$ cat src/rtl/booth_pkg.sv
// Shared types for the radix-4 Booth MAC: FSM states, digit codes and iteration count.
package booth_pkg;

    typedef enum logic [1:0] {
        IDLE = 2'b00,
        CAL  = 2'b01,
        DONE = 2'b10
    } booth_state_e;

    // Encoded as {neg, one, two}.
    typedef enum logic [2:0] {
        ZERO = 3'b000,
        POS1 = 3'b010,
        POS2 = 3'b001,
        NEG1 = 3'b110,
        NEG2 = 3'b101
    } booth_digit_e;

    function automatic int booth_iter(input int width);
        return width / 2 + 1;
    endfunction

endpackage

$ cat src/rtl/booth_r4_mac_if.sv
// Operand/result handshake bundle for booth_r4_mac.
interface booth_r4_mac_if #(
    parameter int DIN0_WIDTH = 16,
    parameter int DIN1_WIDTH = 16,
    parameter int ACC_WIDTH  = 40
);
    logic                  in_valid;
    logic                  in_ready;
    logic [DIN0_WIDTH-1:0] din0;
    logic [DIN1_WIDTH-1:0] din1;
    logic                  in_signed;
    logic                  in_acc;
    logic                  out_valid;
    logic                  out_ready;
    logic [ACC_WIDTH-1:0]  dout;
    logic                  busy;

    modport slave (
        input  in_valid, din0, din1, in_signed, in_acc, out_ready,
        output in_ready, out_valid, dout, busy
    );

    modport master (
        output in_valid, din0, din1, in_signed, in_acc, out_ready,
        input  in_ready, out_valid, dout, busy
    );
endinterface

$ cat src/rtl/booth_r4_enc.sv
// Radix-4 Booth recoder: maps one overlapping multiplier bit triplet to a digit code.
module booth_r4_enc
    import booth_pkg::*;
(
    input  logic [2:0] i_triplet,
    output logic       o_neg,
    output logic       o_one,
    output logic       o_two
);
    booth_digit_e w_digit;

    // Triplet {y[2i+1], y[2i], y[2i-1]} to digit in {0, +-M, +-2M}.
    always_comb begin
        w_digit = ZERO;
        case (i_triplet)
            3'b001, 3'b010: w_digit = POS1;
            3'b011:         w_digit = POS2;
            3'b100:         w_digit = NEG2;
            3'b101, 3'b110: w_digit = NEG1;
            default:        w_digit = ZERO;
        endcase
    end

    assign {o_neg, o_one, o_two} = w_digit;
endmodule

$ cat src/rtl/booth_r4_mac.sv
// Sequential radix-4 Booth multiply-accumulate with valid/ready on both sides.
module booth_r4_mac
    import booth_pkg::*;
#(
    parameter int DIN0_WIDTH = 16,
    parameter int DIN1_WIDTH = 16,
    parameter int ACC_WIDTH  = 40
)(
    input  logic          axis_clk,
    input  logic          axis_rst_n,
    input  logic          clr,
    booth_r4_mac_if.slave bus
);
    localparam int ITER      = booth_iter(DIN1_WIDTH);
    localparam int CNT_WIDTH = $clog2(ITER + 1);
    localparam int PROD_W    = DIN0_WIDTH + DIN1_WIDTH;
    localparam int PW        = PROD_W + 4;
    localparam int YXW       = DIN1_WIDTH + 2;
    localparam int YW        = YXW + 1;

    booth_state_e         r_state;
    booth_state_e         w_state_nxt;
    logic [CNT_WIDTH-1:0] r_cnt;
    logic [PW-1:0]        r_m;
    logic [PW-1:0]        r_psum;
    logic [YW-1:0]        r_y;
    logic                 r_sgn;
    logic                 r_acc_en;
    logic [ACC_WIDTH-1:0] r_acc;
    logic [ACC_WIDTH-1:0] r_dout;
    logic                 r_out_valid;
    logic                 r_busy;

    logic                 w_in_ready;
    logic                 w_accept;
    logic                 w_last;
    logic                 w_neg;
    logic                 w_one;
    logic                 w_two;
    logic [PW-1:0]        w_m_ext;
    logic [YW-1:0]        w_y_ext;
    logic [PW-1:0]        w_sel;
    logic [PW-1:0]        w_digit;
    logic [PW-1:0]        w_psum_nxt;
    logic [ACC_WIDTH-1:0] w_prod_ext;
    logic [ACC_WIDTH-1:0] w_acc_nxt;

    booth_r4_enc u_enc (
        .i_triplet (r_y[2:0]),
        .o_neg     (w_neg),
        .o_one     (w_one),
        .o_two     (w_two)
    );

    // State register.
    always_ff @(posedge axis_clk or negedge axis_rst_n) begin
        if (!axis_rst_n) begin
            r_state <= IDLE;
        end else begin
            r_state <= w_state_nxt;
        end
    end

    // Next-state logic; clr overrides every state.
    always_comb begin
        w_state_nxt = r_state;
        if (clr) begin
            w_state_nxt = IDLE;
        end else begin
            case (r_state)
                IDLE:    w_state_nxt = w_accept ? CAL : IDLE;
                CAL:     w_state_nxt = w_last ? DONE : CAL;
                DONE: begin
                    if (bus.out_ready) begin
                        w_state_nxt = w_accept ? CAL : IDLE;
                    end else begin
                        w_state_nxt = DONE;
                    end
                end
                default: w_state_nxt = IDLE;
            endcase
        end
    end

    // Handshake decode: a finished result may hand over and accept on the same edge.
    always_comb begin
        w_in_ready = 1'b0;
        if (clr) begin
            w_in_ready = 1'b0;
        end else begin
            w_in_ready = (r_state == IDLE) | ((r_state == DONE) & bus.out_ready);
        end
        w_accept = bus.in_valid & w_in_ready;
        w_last   = (r_state == CAL) && (r_cnt == CNT_WIDTH'(ITER - 1));
    end

    // Two guard bits make full-range unsigned operands behave as positive numbers.
    always_comb begin
        w_m_ext = {PW{1'b0}};
        w_y_ext = {YW{1'b0}};
        if (bus.in_signed) begin
            w_m_ext = PW'($signed(bus.din0));
            w_y_ext = {YXW'($signed(bus.din1)), 1'b0};
        end else begin
            w_m_ext = PW'(bus.din0);
            w_y_ext = {YXW'(bus.din1), 1'b0};
        end
    end

    // Digit selection; r_m already carries the 4^i weight.
    always_comb begin
        w_sel = {PW{1'b0}};
        if (w_one) begin
            w_sel = r_m;
        end else if (w_two) begin
            w_sel = r_m << 1'b1;
        end else begin
            w_sel = {PW{1'b0}};
        end
        if (w_neg) begin
            w_digit = ~w_sel + PW'(1'b1);
        end else begin
            w_digit = w_sel;
        end
        w_psum_nxt = r_psum + w_digit;
    end

    // Product widening per latched mode; accumulation wraps silently.
    always_comb begin
        w_prod_ext = {ACC_WIDTH{1'b0}};
        if (r_sgn) begin
            w_prod_ext = ACC_WIDTH'($signed(w_psum_nxt[PROD_W-1:0]));
        end else begin
            w_prod_ext = ACC_WIDTH'(w_psum_nxt[PROD_W-1:0]);
        end
        if (r_acc_en) begin
            w_acc_nxt = r_acc + w_prod_ext;
        end else begin
            w_acc_nxt = w_prod_ext;
        end
    end

    // Datapath, accumulator and registered outputs.
    always_ff @(posedge axis_clk or negedge axis_rst_n) begin
        if (!axis_rst_n) begin
            r_cnt       <= {CNT_WIDTH{1'b0}};
            r_m         <= {PW{1'b0}};
            r_psum      <= {PW{1'b0}};
            r_y         <= {YW{1'b0}};
            r_sgn       <= 1'b0;
            r_acc_en    <= 1'b0;
            r_acc       <= {ACC_WIDTH{1'b0}};
            r_dout      <= {ACC_WIDTH{1'b0}};
            r_out_valid <= 1'b0;
            r_busy      <= 1'b0;
        end else if (clr) begin
            r_cnt       <= {CNT_WIDTH{1'b0}};
            r_acc       <= {ACC_WIDTH{1'b0}};
            r_dout      <= {ACC_WIDTH{1'b0}};
            r_out_valid <= 1'b0;
            r_busy      <= 1'b0;
        end else begin
            r_busy <= (w_state_nxt == CAL);
            if (w_accept) begin
                r_m      <= w_m_ext;
                r_y      <= w_y_ext;
                r_sgn    <= bus.in_signed;
                r_acc_en <= bus.in_acc;
                r_psum   <= {PW{1'b0}};
                r_cnt    <= {CNT_WIDTH{1'b0}};
            end else if (r_state == CAL) begin
                r_psum <= w_psum_nxt;
                r_m    <= r_m << 2'd2;
                r_y    <= r_y >> 2'd2;
                r_cnt  <= r_cnt + CNT_WIDTH'(1'b1);
            end
            if (w_last) begin
                r_acc       <= w_acc_nxt;
                r_dout      <= w_acc_nxt;
                r_out_valid <= 1'b1;
            end else if ((r_state == DONE) && bus.out_ready) begin
                r_out_valid <= 1'b0;
            end
        end
    end

    assign bus.in_ready  = w_in_ready;
    assign bus.out_valid = r_out_valid;
    assign bus.dout      = r_dout;
    assign bus.busy      = r_busy;
endmodule

$ cat src/flat_wrapper.sv
// flat-port wrapper written by rule: the top's interface ports become plain ports
module booth_r4_mac_flat import booth_pkg::*;
#(
    parameter int DIN0_WIDTH = 16,
    parameter int DIN1_WIDTH = 16,
    parameter int ACC_WIDTH  = 40
)
  (axis_clk, axis_rst_n, clr, bus_in_valid, bus_din0, bus_din1, bus_in_signed, bus_in_acc, bus_out_ready, bus_in_ready, bus_out_valid, bus_dout, bus_busy);
  booth_r4_mac_if #(.DIN0_WIDTH(DIN0_WIDTH), .DIN1_WIDTH(DIN1_WIDTH), .ACC_WIDTH(ACC_WIDTH)) bus_i ();
  input  logic axis_clk;
  input  logic axis_rst_n;
  input  logic clr;
  input wire logic [$bits(bus_i.in_valid)-1:0] bus_in_valid;
  input wire logic [$bits(bus_i.din0)-1:0] bus_din0;
  input wire logic [$bits(bus_i.din1)-1:0] bus_din1;
  input wire logic [$bits(bus_i.in_signed)-1:0] bus_in_signed;
  input wire logic [$bits(bus_i.in_acc)-1:0] bus_in_acc;
  input wire logic [$bits(bus_i.out_ready)-1:0] bus_out_ready;
  output wire logic [$bits(bus_i.in_ready)-1:0] bus_in_ready;
  output wire logic [$bits(bus_i.out_valid)-1:0] bus_out_valid;
  output wire logic [$bits(bus_i.dout)-1:0] bus_dout;
  output wire logic [$bits(bus_i.busy)-1:0] bus_busy;
  assign bus_i.in_valid = bus_in_valid;
  assign bus_i.din0 = bus_din0;
  assign bus_i.din1 = bus_din1;
  assign bus_i.in_signed = bus_in_signed;
  assign bus_i.in_acc = bus_in_acc;
  assign bus_i.out_ready = bus_out_ready;
  assign bus_in_ready = bus_i.in_ready;
  assign bus_out_valid = bus_i.out_valid;
  assign bus_dout = bus_i.dout;
  assign bus_busy = bus_i.busy;
  booth_r4_mac #(.DIN0_WIDTH(DIN0_WIDTH), .DIN1_WIDTH(DIN1_WIDTH), .ACC_WIDTH(ACC_WIDTH)) u_core (.axis_clk(axis_clk), .axis_rst_n(axis_rst_n), .clr(clr), .bus(bus_i));
endmodule
$ cat config.mk
export PLATFORM = sky130hd
export DESIGN_NAME = booth_r4_mac_flat
export DESIGN_NICKNAME = d
export VERILOG_FILES = /design/src/rtl/booth_pkg.sv /design/src/rtl/booth_r4_mac_if.sv /design/src/rtl/booth_r4_enc.sv /design/src/rtl/booth_r4_mac.sv /design/src/flat_wrapper.sv
export SDC_FILE = /design/constraint.sdc
export NUM_CORES = 1
export LEC_CHECK = 0
export BUFFER_PORTS_ARGS = -buffer_cell sky130_fd_sc_hd__buf_2
export CORE_ASPECT_RATIO = 0.5
export CORE_MARGIN = 5
export CORE_UTILIZATION = 60
export CTS_BUF_LIST = sky130_fd_sc_hd__clkbuf_8 sky130_fd_sc_hd__clkbuf_16
export DETAILED_ROUTE_END_ITERATION = 12
export PLACE_DENSITY = 0.79
export SYNTH_ARGS = -nofsm -noshare
export SYNTH_HDL_FRONTEND = slang
export SYNTH_SLANG_ARGS = --single-unit
$ cat constraint.sdc
create_clock -name axis_clk -period 12.45 [get_ports axis_clk]
set_input_delay 3.735 -clock axis_clk [delete_from_list [all_inputs] [get_ports axis_clk]]
set_output_delay 3.735 -clock axis_clk [all_outputs]
set_load 0.02 [all_outputs]
; After elaboration in Yosys (flattened, before gate mapping)
; Cells that the tools add are included.
[word_totals]
latchBits = 0
n_memories = 0
input_bits = 39
ramBits = 0
elab_cells = 69
register_bits = 141
rom_bits = 0
output_inout_bits = 43
[classes]
n_mul = 0
order_cmp = 0
addsub = 4
eq_ne = 10
shift = 0
muxes = 29
div = 0
bitwise = 5
reduce_logical = 11
[op_table]
columns = op, count
row1 = two-way mux 36 bit, 8
row2 = two-way mux 40 bit, 4
row3 = two-way mux 19 bit, 3
row4 = adder 40 bit, 1
row5 = adder 36 x 1 -> 36 bit (second input constant), 1
row6 = adder 36 bit, 1
row7 = inverter 36 bit, 1
row8 = two-way mux 4 bit, 3
row9 = case mux 3 bit (4 select lines), 1
row10 = == test 3 bit (second input constant), 3
row11 = == test 3 x 2 -> 1 bit (second input constant), 2
row12 = two-way mux 1 bit, 6
row13 = two-way mux 2 bit, 3
row14 = case mux 2 bit (3 select lines), 1
row15 = nonzero test 3 bit, 2
row16 = adder 4 x 1 -> 4 bit (second input constant), 1
row17 = == test 2 x 1 -> 1 bit (second input constant), 2
row18 = == test 4 bit (second input constant), 1
row19 = AND reduction 2 bit, 2
row20 = nonzero test 2 bit, 2
row21 = OR reduction 2 bit, 2
row22 = == test 3 x 1 -> 1 bit (second input constant), 1
row23 = AND 1 bit, 2
row24 = == test 2 bit (second input constant), 1
row25 = 4 further kinds, 5

; Logic depth before layout (Yosys ltp)
[depth]
word_depth = 14
ltp_mapped = 38
mapped_depth_nobuf = 33

; Hierarchy
; From an unflattened synthesis, not the netlist that was laid out.
[unflattened]
hier_cells = 1295
area_unflattened_um2 = 10537.6
[modules_own_cells]
columns = module, seq_area_each_um2, instances, cells_per_inst, area_each_um2
row1 = booth_r4_mac, 3303.2, 1, 1290, 10505.1
row2 = booth_r4_enc, 0.0, 1, 5, 32.5

; Worst setup path before layout
; No wires, ideal clock.
[synth_path]
kind = in2out
startpoint = input bus_out_ready
endpoint = output bus_in_ready
arrival_time_ns = 4.312
n_path_buf = 0
required_ns = 8.715
slack_ns = 4.403
path_stages = 2
cell_sequence = nor2b_1 nor3_1
[synth_via]
elab_chain_cells = 3
[synth_lines]
columns = element, line
row1 = "start, declared", flat_wrapper.sv:18  ; input wire logic [$bits(bus_i.out_ready)-1:0] bus_out_ready;
row2 = AND 1 bit, booth_r4_mac.sv:91  ; w_in_ready = (r_state == IDLE) | ((r_state == DONE) & bus.out_ready);
row3 = bitwise OR 1 bit, booth_r4_mac.sv:91
row4 = two-way mux 1 bit, booth_r4_mac.sv:88  ; if (clr) begin
row5 = "end, declared", flat_wrapper.sv:19  ; output wire logic [$bits(bus_i.in_ready)-1:0] bus_in_ready;
; No other way between the ends.

; Final worst setup path
[layout_path]
startpoint = register u_core.r_y[1]
endpoint = register u_core.r_acc[36]
[layout_via]
elab_chain_cells = 14
word_cells_on_any_way = 20
classes_between = add/sub (3) / eq/ne (6) / mux (8) / bitwise (1) / reduce/logical (2)
[layout_lines]
columns = element, line
row1 = "start, declared", booth_r4_mac.sv:26  ; logic [YW-1:0] r_y;
row2 = "start signal, assigned", booth_r4_mac.sv:149  ; r_y <= {YW{1'b0}};
row3 = "start signal, assigned", booth_r4_mac.sv:166  ; r_y <= w_y_ext;
row4 = "start signal, assigned", booth_r4_mac.sv:174  ; r_y <= r_y >> 2'd2;
row5 = == test 3 bit (tied with other cells), booth_r4_enc.sv:15  ; case (i_triplet)
row6 = OR reduction 2 bit, booth_r4_enc.sv:15
row7 = case mux 3 bit (4 select lines) *, booth_r4_enc.sv:15
row8 = two-way mux 36 bit, booth_r4_mac.sv:115  ; end else if (w_two) begin
row9 = two-way mux 36 bit, booth_r4_mac.sv:113  ; if (w_one) begin
row10 = inverter 36 bit, booth_r4_mac.sv:121  ; w_digit = ~w_sel + PW'(1'b1);
row11 = adder 36 x 1 -> 36 bit, booth_r4_mac.sv:121
row12 = two-way mux 36 bit *, booth_r4_mac.sv:120  ; if (w_neg) begin
row13 = adder 36 bit *, booth_r4_mac.sv:125  ; w_psum_nxt = r_psum + w_digit;
row14 = two-way mux 40 bit *, booth_r4_mac.sv:131  ; if (r_sgn) begin
row15 = adder 40 bit, booth_r4_mac.sv:137  ; w_acc_nxt = r_acc + w_prod_ext;
row16 = two-way mux 40 bit *, booth_r4_mac.sv:136  ; if (r_acc_en) begin
row17 = two-way mux 40 bit *, booth_r4_mac.sv:177  ; if (w_last) begin
row18 = two-way mux 40 bit *, booth_r4_mac.sv:156  ; end else if (clr) begin
row19 = "end signal, assigned", booth_r4_mac.sv:152  ; r_acc <= {ACC_WIDTH{1'b0}};
row20 = "end signal, assigned", booth_r4_mac.sv:158  ; r_acc <= {ACC_WIDTH{1'b0}};
row21 = "end signal, assigned", booth_r4_mac.sv:178  ; r_acc <= w_acc_nxt;
row22 = "end, declared", booth_r4_mac.sv:29  ; logic [ACC_WIDTH-1:0] r_acc;
; Every way passes the cells marked *; elsewhere a longest branch is shown, timed or not. The select of a mux whose other input is x is not followed.
; A chain may end at the register's enable or synchronous reset.

==> impl_metrics.prom <==
# TYPE chip_impl_metric gauge
chip_impl_info{name="outcome",value="complete, no violations"} 1
chip_impl_info{name="path_delay_family",value="compound AO/OA/AOI/OAI gates"} 1
chip_impl_metric{name="row_cnt",unit=""} 35
chip_impl_metric{name="timing.final.crit_share",unit="%"} 69.1
chip_impl_metric{name="grt_pass1_wl",unit="µm"} 50600
chip_impl_metric{name="synth_enable_flop_cells",unit=""} 0
chip_impl_metric{name="detail_route.vias_per_cell",unit=""} 6.41
chip_impl_metric{name="cp.buffers_inverters",unit=""} 2
chip_impl_metric{name="antenna-diode-count",unit=""} 0
chip_impl_metric{name="dr_pass1_iterations",unit=""} 5
chip_impl_metric{name="drt-initial-drc-count",unit=""} 1012
chip_impl_info{name="cp_common_cell",value="sky130_fd_sc_hd__a21oi_1"} 1
chip_impl_metric{name="syn-num-nets",unit=""} 1505
chip_impl_metric{name="n_fill_cell",unit=""} 1535
chip_impl_info{name="rsz_0062_raised_after_global_routing",value="no"} 1
chip_impl_info{name="cts_tree",value="built"} 1
chip_impl_metric{name="area.growth.synth_to_final",unit="%"} 9.20
chip_impl_metric{name="sequential_cell_area",unit="µm²"} 3300
chip_impl_metric{name="final_cells",unit=""} 1662
chip_impl_metric{name="number_of_drc_violations_after_detailed_routing",unit=""} 0
chip_impl_metric{name="rd_place_congestion",unit=""} 0.935
chip_impl_metric{name="timing.reg2reg.worst_path_depth",unit=""} 29
chip_impl_metric{name="buffer_ports.inserted",unit=""} 81
chip_impl_metric{name="route.detailed.wl_per_inst",unit="µm"} 18.5
chip_impl_metric{name="clkLatencyLatePin",unit="ns"} 0.43
chip_impl_metric{name="critical_path_depth",unit=""} 29
chip_impl_metric{name="layout-drive-gt1-share",unit="%"} 11.7
chip_impl_info{name="hold_path.class",value="flop to flop"} 1
chip_impl_info{name="grt-busiest-layer",value="met2"} 1
chip_impl_metric{name="die_height",unit="µm"} 106
chip_impl_metric{name="number_of_sinks_on_the_clock_net",unit=""} 132
chip_impl_metric{name="initial_utilization",unit="%"} 60.7
chip_impl_metric{name="skew",unit="ns"} 0.0168
chip_impl_metric{name="grt_antenna_before_repair",unit=""} 0
chip_impl_metric{name="core_region_area",unit="µm²"} 18300
chip_impl_info{name="synth_ff_type",value="sky130_fd_sc_hd__dfrtp_1"} 1
chip_impl_metric{name="fin_crit",unit="ns"} 8.60
chip_impl_metric{name="overall_global_routing_usage",unit="%"} 28.5
chip_impl_metric{name="floorplan.die_area",unit="µm²"} 21500
chip_impl_info{name="synth_top_cells_by_area",value="sky130_fd_sc_hd__dfrtp_1 (30%), sky130_fd_sc_hd__ha_1 (8.4%), sky130_fd_sc_hd__nand2_1 (6.2%)"} 1
chip_impl_metric{name="hold_depth",unit=""} 1
chip_impl_metric{name="dp.final_hpwl",unit="µm"} 21100
chip_impl_metric{name="num-nets-final",unit=""} 1526
chip_impl_metric{name="timing.final.setup_violations",unit=""} 0
chip_impl_metric{name="global_route.usage.met2",unit="%"} 43.6
chip_impl_metric{name="timing_max_transition_violations_final",unit=""} 0
chip_impl_metric{name="synth_top_area_share",unit="%"} 29.7
chip_impl_metric{name="critical_path_arrival",unit="ns"} 8.93
chip_impl_metric{name="required_arrival_time_at_the_worst_endpoint",unit="ns"} 12.78
chip_impl_metric{name="vias_in_the_first_global_route",unit=""} 10017
chip_impl_metric{name="timing.critical_path.slowest_cell_delay",unit="ns"} 0.65
chip_impl_metric{name="post-place-cells",unit=""} 1631
chip_impl_metric{name="max-slew-margin-rel",unit="%"} 26.6
chip_impl_metric{name="totalNegativeSetupSlack",unit="ns"} 0
chip_impl_metric{name="synth_seq_area_share",unit="%"} 29.7
chip_impl_info{name="worstSetupStartpointType",value="flop"} 1
chip_impl_metric{name="syn_area",unit="µm²"} 11100
chip_impl_info{name="crit_slowest_cell",value="sky130_fd_sc_hd__buf_4"} 1
chip_impl_metric{name="route.final.wire_length",unit="µm"} 30700
chip_impl_metric{name="die_width",unit="µm"} 202
chip_impl_metric{name="tightest_slew",unit="ns"} 1.10
chip_impl_metric{name="post_synth_inst_count",unit=""} 1389
chip_impl_metric{name="synth.distinct_cells",unit=""} 82
chip_impl_metric{name="postSynth.asyncResetShare",unit="%"} 100
chip_impl_metric{name="groute.layer.met1.usage",unit="%"} 41.8
chip_impl_metric{name="use_met3",unit="%"} 5.97
chip_impl_metric{name="fin_hold_ws",unit="ns"} 0.490
chip_impl_info{name="path_class",value="flop to flop"} 1
chip_impl_metric{name="clk_pin_slew",unit="ns"} 0.06
chip_impl_metric{name="largest_net_degree_at_the_start_of_global_routing",unit=""} 101
chip_impl_info{name="synth_top_area_cell",value="sky130_fd_sc_hd__dfrtp_1"} 1
chip_impl_metric{name="yosys_warnings",unit=""} 0
chip_impl_metric{name="ctsResizeCount",unit=""} 0
chip_impl_metric{name="finalCoreUtilization",unit="%"} 66.3
chip_impl_metric{name="cts_setup_buffers",unit=""} 0
chip_impl_metric{name="cts_max_path_buffers",unit=""} 2
chip_impl_metric{name="synth.ff_latch_count",unit=""} 132
chip_impl_metric{name="routed-via-count",unit=""} 10660
chip_impl_metric{name="detail-route-antenna-nets",unit=""} 0
chip_impl_metric{name="maxCapViolCount",unit=""} 0
chip_impl_metric{name="cts_buffers",unit=""} 17
chip_impl_metric{name="cts_hold_buffers",unit=""} 0
chip_impl_metric{name="multi_input_comb_area",unit="µm²"} 7310
chip_impl_metric{name="critical_path.max_fanout",unit=""} 100
chip_impl_info{name="timing.critical_path.to_type",value="flop"} 1
chip_impl_info{name="synth.most_common_cell",value="sky130_fd_sc_hd__nand2_1"} 1
chip_impl_metric{name="max_freq",unit="MHz"} 116
chip_impl_metric{name="ctsHtreeMaxLevel",unit=""} 4
chip_impl_info{name="synth.cells.most_frequent",value="sky130_fd_sc_hd__nand2_1 (183), sky130_fd_sc_hd__dfrtp_1 (132), sky130_fd_sc_hd__nor2_1 (117)"} 1
chip_impl_metric{name="hold_viol_final",unit=""} 0
chip_impl_info{name="cts_root_buffer",value="sky130_fd_sc_hd__clkbuf_16"} 1
chip_impl_metric{name="syn_area_per_cell",unit="µm²"} 8.00
chip_impl_metric{name="remaining_global_route_overflow",unit=""} 0
chip_impl_metric{name="ioPinCount",unit=""} 82
-- routing by layer --
| layer | vias up | routed length (µm) |
|---|---|---|
| met3 | 41 | 2650 |
| met4 | 0 | 399 |
| met1 | 5072 | 14200 |
| li1 | 5125 | - |
| met2 | 422 | 13400 |
| met5 | - | 0 |
-- cells by family after synthesis --
group | Yosys count | synth area share (%)
multiplexers | 20 | 1.89
AO/OA/AOI/OAI | 457 | 28.0
flip-flops | 132 | 29.7
adder cells (fa/ha/maj) | 77 | 8.80
buffers and inverters | 127 | 4.71
AND/OR/NAND/NOR | 502 | 21.0
XOR/XNOR | 74 | 5.90
-- cells in the final DEF, fill, tap and decap left out, types with 33 or more instances in the layout --
cell type	netlist	final
sky130_fd_sc_hd__dfrtp_1	132	132
sky130_fd_sc_hd__inv_1	35	35
sky130_fd_sc_hd__a21oi_1	93	92
sky130_fd_sc_hd__buf_2	4	80
sky130_fd_sc_hd__nand2_1	183	182
sky130_fd_sc_hd__a22o_1	33	33
sky130_fd_sc_hd__nor2_1	117	116
sky130_fd_sc_hd__ha_1	75	74
sky130_fd_sc_hd__a21o_1	35	35
sky130_fd_sc_hd__a31oi_1	44	44
sky130_fd_sc_hd__xnor2_1	49	49
sky130_fd_sc_hd__nand3_1	61	61
sky130_fd_sc_hd__o21ai_0	91	91
-- final cells by class --
cell class              instances  area share (%)
multi-input cells            1130            60.3
repair buffers                 93            4.13
inverters                      36            1.11
clock buffers                  19            3.73
clock inverters                12            1.08
flip-flops and latches        132            27.2
well taps                     240            2.47
-- worst register-to-register path, delay by kind of cell, from the launching register on --
| kind | cells | cell delay [ns] |
|---|---|---|
| AO/OA/AOI/OAI | 13 | 2.79 |
| AND/OR/NAND/NOR | 8 | 2.45 |
| adder cells (fa/ha/maj) | 3 | 1.05 |
| buffers and inverters | 2 | 0.73 |
| XOR/XNOR | 2 | 0.64 |
| multiplexers | 1 | 0.47 |
| flip-flops | 1 | 0.39 |
-- through the flow --
| stage | area (µm²) | setup WS [ns] |
|---|---|---|
| 2_1_floorplan | 11100 | 4.40 |
| 3_3_place_gp | 11600 | 4.01 |
| 3_5_place_dp | 11600 | 3.99 |
| 4_1_cts | 12100 | 3.98 |
| 5_1_grt | 12100 | 3.30 |
| 6_report | 12100 | 3.85 |
-- flip-flops by register name, summed over array words and instances, names as in the netlist --
name and cells:
u_core.r_state 2, u_core.r_acc_en 1, u_core.bus.out_valid 1, u_core.r_acc 40, u_core.r_psum 32, u_core.r_m 32
u_core.r_cnt 4, u_core.r_y 18, u_core.bus.busy 1, u_core.r_sgn 1
-- final timing paths --
kind	from	end	slack (ns)
min in group asynchronous	axis_rst_n	u_core.r_acc[7]	3.36
worst min-delay path	u_core.r_y[17]	u_core.r_y[17]	0.49
worst max-delay path	u_core.r_y[1]	u_core.r_acc[36]	3.85
max in group asynchronous	axis_rst_n	u_core.r_m[20]	7.92
worst max register to register	u_core.r_y[1]	u_core.r_acc[36]	3.85
worst min register to register	u_core.r_y[17]	u_core.r_y[17]	0.49
Power is not shown: default switching activity piles up to over one toggle a cycle in this logic, so the estimate is an artifact.
